--- src/rtl/fifo_uart_tx.sv ---
// rtl/fifo_uart_tx.sv - 8N1 UART transmitter that pops bytes from an upstream registered-output FIFO
module fifo_uart_tx #(
  parameter int CLKS_PER_BIT = 868,
  parameter int DW           = 8
) (
  input  logic          clk,
  input  logic          rst,
  input  logic          enable_i,
  input  logic          fifo_empty_i,
  output logic          fifo_rd_en_o,
  input  logic [DW-1:0] fifo_rd_data_i,
  output logic          tx_o,
  output logic          busy_o,
  output logic          byte_done_o
);

  localparam int CW = (CLKS_PER_BIT > 1) ? $clog2(CLKS_PER_BIT) : 1;
  localparam logic [CW-1:0] CNT_MAX = CW'(CLKS_PER_BIT - 1);

  typedef enum logic [2:0] {
    IDLE  = 3'd0,
    POP   = 3'd1,
    LATCH = 3'd2,
    START = 3'd3,
    DATA  = 3'd4,
    STOP  = 3'd5
  } state_t;

  state_t        state_q, state_d;
  logic [CW-1:0] cnt_q, cnt_d;
  logic [2:0]    bit_q, bit_d;
  logic [7:0]    shift_q, shift_d;
  logic          tx_q, tx_d;
  logic          bit_end;

  assign bit_end = (cnt_q == CNT_MAX);

  always_comb begin
    state_d = state_q;
    cnt_d   = '0;
    bit_d   = bit_q;
    shift_d = shift_q;
    tx_d    = 1'b1;

    case (state_q)
      IDLE: begin
        if (enable_i && !fifo_empty_i) state_d = POP;
      end
      POP: begin
        state_d = LATCH;
      end
      LATCH: begin
        shift_d = fifo_rd_data_i[7:0];
        bit_d   = 3'd0;
        state_d = START;
      end
      START: begin
        cnt_d = bit_end ? '0 : cnt_q + CW'(1);
        if (bit_end) state_d = DATA;
      end
      DATA: begin
        cnt_d = bit_end ? '0 : cnt_q + CW'(1);
        if (bit_end) begin
          if (bit_q == 3'd7) begin
            state_d = STOP;
          end else begin
            bit_d   = bit_q + 3'd1;
            shift_d = {1'b0, shift_q[7:1]};
          end
        end
      end
      STOP: begin
        cnt_d = bit_end ? '0 : cnt_q + CW'(1);
        if (bit_end) state_d = IDLE;
      end
      default: begin
        state_d = IDLE;
      end
    endcase

    // tx is registered, so its next value follows the next state to line up with it
    case (state_d)
      START:   tx_d = 1'b0;
      DATA:    tx_d = shift_d[0];
      default: tx_d = 1'b1;
    endcase
  end

  always_ff @(posedge clk) begin
    if (rst) begin
      state_q <= IDLE;
      cnt_q   <= '0;
      bit_q   <= '0;
      shift_q <= '0;
      tx_q    <= 1'b1;
    end else begin
      state_q <= state_d;
      cnt_q   <= cnt_d;
      bit_q   <= bit_d;
      shift_q <= shift_d;
      tx_q    <= tx_d;
    end
  end

  // Decoded outputs are masked by rst so nothing leaks out while reset is held
  assign tx_o         = tx_q;
  assign busy_o       = (state_q != IDLE) && !rst;
  assign fifo_rd_en_o = (state_q == POP) && !rst;
  assign byte_done_o  = (state_q == STOP) && bit_end && !rst;

endmodule

--- config.mk ---
export PLATFORM = sky130hd
export DESIGN_NAME = fifo_uart_tx
export DESIGN_NICKNAME = d
export VERILOG_FILES = /design/src/rtl/fifo_uart_tx.sv
export SDC_FILE = /design/constraint.sdc
export NUM_CORES = 1
export LEC_CHECK = 0
export ABC_AREA = 1
export CORE_MARGIN = 2
export CORE_UTILIZATION = 56
export CTS_BUF_LIST = sky130_fd_sc_hd__clkbuf_8
export CTS_CLUSTER_SIZE = 16
export DETAILED_ROUTE_END_ITERATION = 10
export PLACE_DENSITY = 0.81
export SYNTH_ARGS = -nofsm -noshare
export SYNTH_HDL_FRONTEND = slang
export SYNTH_SLANG_ARGS = --single-unit
--- constraint.sdc ---
create_clock -name clk -period 1.8 [get_ports clk]
set_input_delay 0.27 -clock clk [delete_from_list [all_inputs] [get_ports clk]]
set_output_delay 0.27 -clock clk [all_outputs]
set_load 0.01 [all_outputs]
==> results of run 1 <==
==> power by group through the flow <==
stage / Sequential, mW / Clock (mW) / Combinational (mW)
finish: 0.580 / 0.338 / 0.114
global route: 0.582 / 0.367 / 0.131
CTS: 0.580 / 0.340 / 0.114
detailed placement: 0.593 / 0 / 0.114
global placement: 0.592 / 0 / 0.110
floorplan: 0.591 / 0 / 0.0658
==> final timing paths <==
kind                                       startpoint                     to  depth (start not counted)
worst min register to register  bit_q[2]$_SDFFE_PP0P_  bit_q[2]$_SDFFE_PP0P_                          2
worst max register to register    cnt_q[0]$_SDFF_PP0_        tx_o$_SDFF_PP1_                         11
worst max-delay path            state_q[0]$_SDFF_PP0_                 busy_o                          3
worst min-delay path                              rst  state_q[1]$_SDFF_PP0_                          3
==> worst register-to-register path, stage by stage (launching register included) <==
cell     delay [ps]
dfxtp_1         350
ha_2            200
inv_1            60
nor2_2          110
buf_4           130
nand2_2          60
nor2_4          140
nand2_1          90
a21oi_1         130
nand2_1          60
nor2_1          100
nor2_1           40
==> metrics by stage <==
step / hold slack (ps) / total power [mW] / worst slack (ps)
after detailed placement: 462 / 0.706 / -13.7
after floorplan: 418 / 0.656 / 379
after global placement: 443 / 0.702 / 1.20
after global routing: 461 / 1.08 / 15.1
after CTS: 474 / 1.03 / 8.09
final: 424 / 1.03 / 87.8
==> Yosys cell counts <==
master / count / area share, %
nor2_1: 19 / 5.7
nand3_1: 11 / 4.4
inv_1: 20 / 6.0
nand3_2: 1 / 0.80
nand2_2: 4 / 2.0
inv_4: 1 / 0.50
inv_2: 2 / 0.60
nand2_1: 44 / 13
clkbuf_1: 2 / 0.60
nor2_4: 2 / 1.8
or2_1: 1 / 0.50
a21oi_2: 1 / 0.70
nand4_2: 1 / 1.0
a31oi_1: 5 / 2.5
nor3_1: 3 / 1.2
nor2_2: 4 / 2.0
nand4_1: 1 / 0.50
a21oi_1: 9 / 3.6
nand3_4: 1 / 1.4
a21o_1: 1 / 0.60
ha_1: 3 / 3.0
nand2_4: 2 / 1.8
or2_2: 1 / 0.50
nor3b_1: 1 / 0.60
clkinv_4: 1 / 0.70
o21ai_2: 1 / 0.70
o21ai_1: 2 / 0.80
o21ai_0: 2 / 0.80
dfxtp_1: 25 / 40
a22oi_2: 1 / 1.0
xor2_1: 1 / 0.70
==> sequential cells by signal (all words and copies together), names as in the netlist <==
| name | flops |
|---|---|
| bit_q | 3 |
| cnt_q | 10 |
| shift_q | 8 |
| state_q | 3 |
| tx_o | 1 |
==> layer usage <==
layer  routed length (um)  global-route usage [%]
met5                    0                       0
met2                 1200                    39.4
met4                   32                    10.1
met1                 1110                    27.6
met3                   99                    5.26
==> cells by family after synthesis <==
kind of cell | share of synthesized area, %
flip-flops | 39.9
buffers and inverters | 8.38
AND/OR/NAND/NOR | 37.3
AO/OA/AOI/OAI | 10.7
XOR/XNOR | 0.699
adder cells (fa/ha/maj) | 2.99
==> cells in the final DEF (no fill, tap or decap), drive strengths merged, types with 2 or more instances in the layout <==
cell type and instances:
nand4 2, nand3 13, ha 3, dfxtp 25
clkbuf 3, a21oi 10, or2 2, buf 8
a31oi 5, o21ai 5, dlymetal6s2s 2, clkinv 2
clkdlybuf4s50 12, nor3 3, nand2 50, inv 23
nor2 25
==> cell type report <==
class | count | area, um2
repair buffers | 22 | 203
clock buffers | 3 | 41.3
fillers | 192 | 631
clock inverters | 1 | 5.00
flip-flops and latches | 25 | 503
well taps | 28 | 35.0
multi-input cells | 122 | 654
inverters | 24 | 97.6
==> timing repair <==
action / CTS / global route
endpoints found under the hold margin: 0 / 0
resized for setup: 1 / 10
endpoints found under the setup margin: 1 / 3
==> results.toml, run 1 <==
[cts]
ctsRootBufferMaster = "clkbuf_8"
cts.clk_slew.worst_paths_ps = 90
cts_tree = "done"
clk_path_buf_depth = 2
cts_setup_buffers = 0
hold_buffers = 0
htree_levels = 1
clock-sinks = 25
clk_latency_ps = 280
numCtsBuffers = 3

[sta]
tns_ps = 0
finalSetupViolations = 0
clock_skew_ps = 8.43
hold_violations = 0
period_share_pct = 95.1
grt_setup_unrepaired = "no"
tightest_slew_ps = 243
maxSlewHeadroom_pct = 83.7
drv_slew = 0
fin_crit_ps = 1710
fmax_ghz = 0.584

[power_and_ir_drop]
p_comb_share_pct = 11.1
clockPowerShare_pct = 32.7
cellPowerDensity_nw_per_um2 = 671
internal-power_mw = 0.780
p_sw_share_pct = 24.4
p_switching_mw = 0.252
seq_power_share_pct = 56.2
ir_drop_uv = 456
p_leak_nw = 0.702

[critical_path]
cp-end-kind = "primary output"
critPathKind = "reg -> out"
cp_top_family = "buffers and inverters"
cp.required_ps = 1530
arrival_ps = 1440
r2r_slack_ps = 240
crit_buf_inv = 1
path_max_fanout = 5
critPathMaxStageDelay_ps = 540
cp_slowest_cell = "clkdlybuf4s50_1"
startpoint_type = "flop"
crit_chain = "nor2_2 > a21oi_2 > clkdlybuf4s50_1"

[detailed_routing]
first_iter_violations = 19
wl_per_cell_um = 10.9
routed_wl_um = 2450
ant_nets = 0
viasPerCell = 5.11
drc = 0
drt_first_pass_iters = 4
vias = 1149

[grt]
grt_pass1_wl_um = 4520
gr-usage-all-layers_pct = 23.1
grt_pass1_vias = 1106
grt_max_degree = 15
antenna_found_initial = 0
grt_overflow = 0

[placed_design]
dpl.hpwl_um = 1860
place.gp.congestion = 0.832
dp_cells = 221
io_buffers = 15
place_area_um2 = 1480

[cells_and_area]
nets = 213
fin_cells = 225
layout-drive-gt1-share_pct = 19.8
fin_area_um2 = 1540
area_growth_pct = 22.8
antenna_cells = 0
final_core_util_pct = 70.9

[synthesis]
syn_inst = 173
yosysWarningCount = 0
syn-cell-area_um2 = 1250
ys_seq_elements = 25
avgSynthCellArea_um2 = 7.25
seq_area_frac_synth_pct = 39.9
synth_cell_types = 31
syn_nets = 188

[outcome]
status = "completed"

[floorplanning]
coreArea_um2 = 2170
row_count = 17
io-pin-count = 16
die_h_um = 51.3
start_util_pct = 57.8
die_x_um = 51.3
die_area_um2 = 2630

[min_path]
hold_path.class = "in -> reg"

[job]
maxCapViolCount = 0
No activity file was read; power rests on OpenSTA's default activity.
==> run 2: changes to the inputs <==
- ABC_CLOCK_PERIOD_IN_PS: not set -> 1800
==> results of run 2 <==
No change in the layout: final DEF, timing and power equal those of run 1.
==> run 3: changes to the inputs <==
- CTS_CLUSTER_DIAMETER: not set -> 150
==> results of run 3 <==
No change in the layout: final DEF, timing and power equal those of run 1.
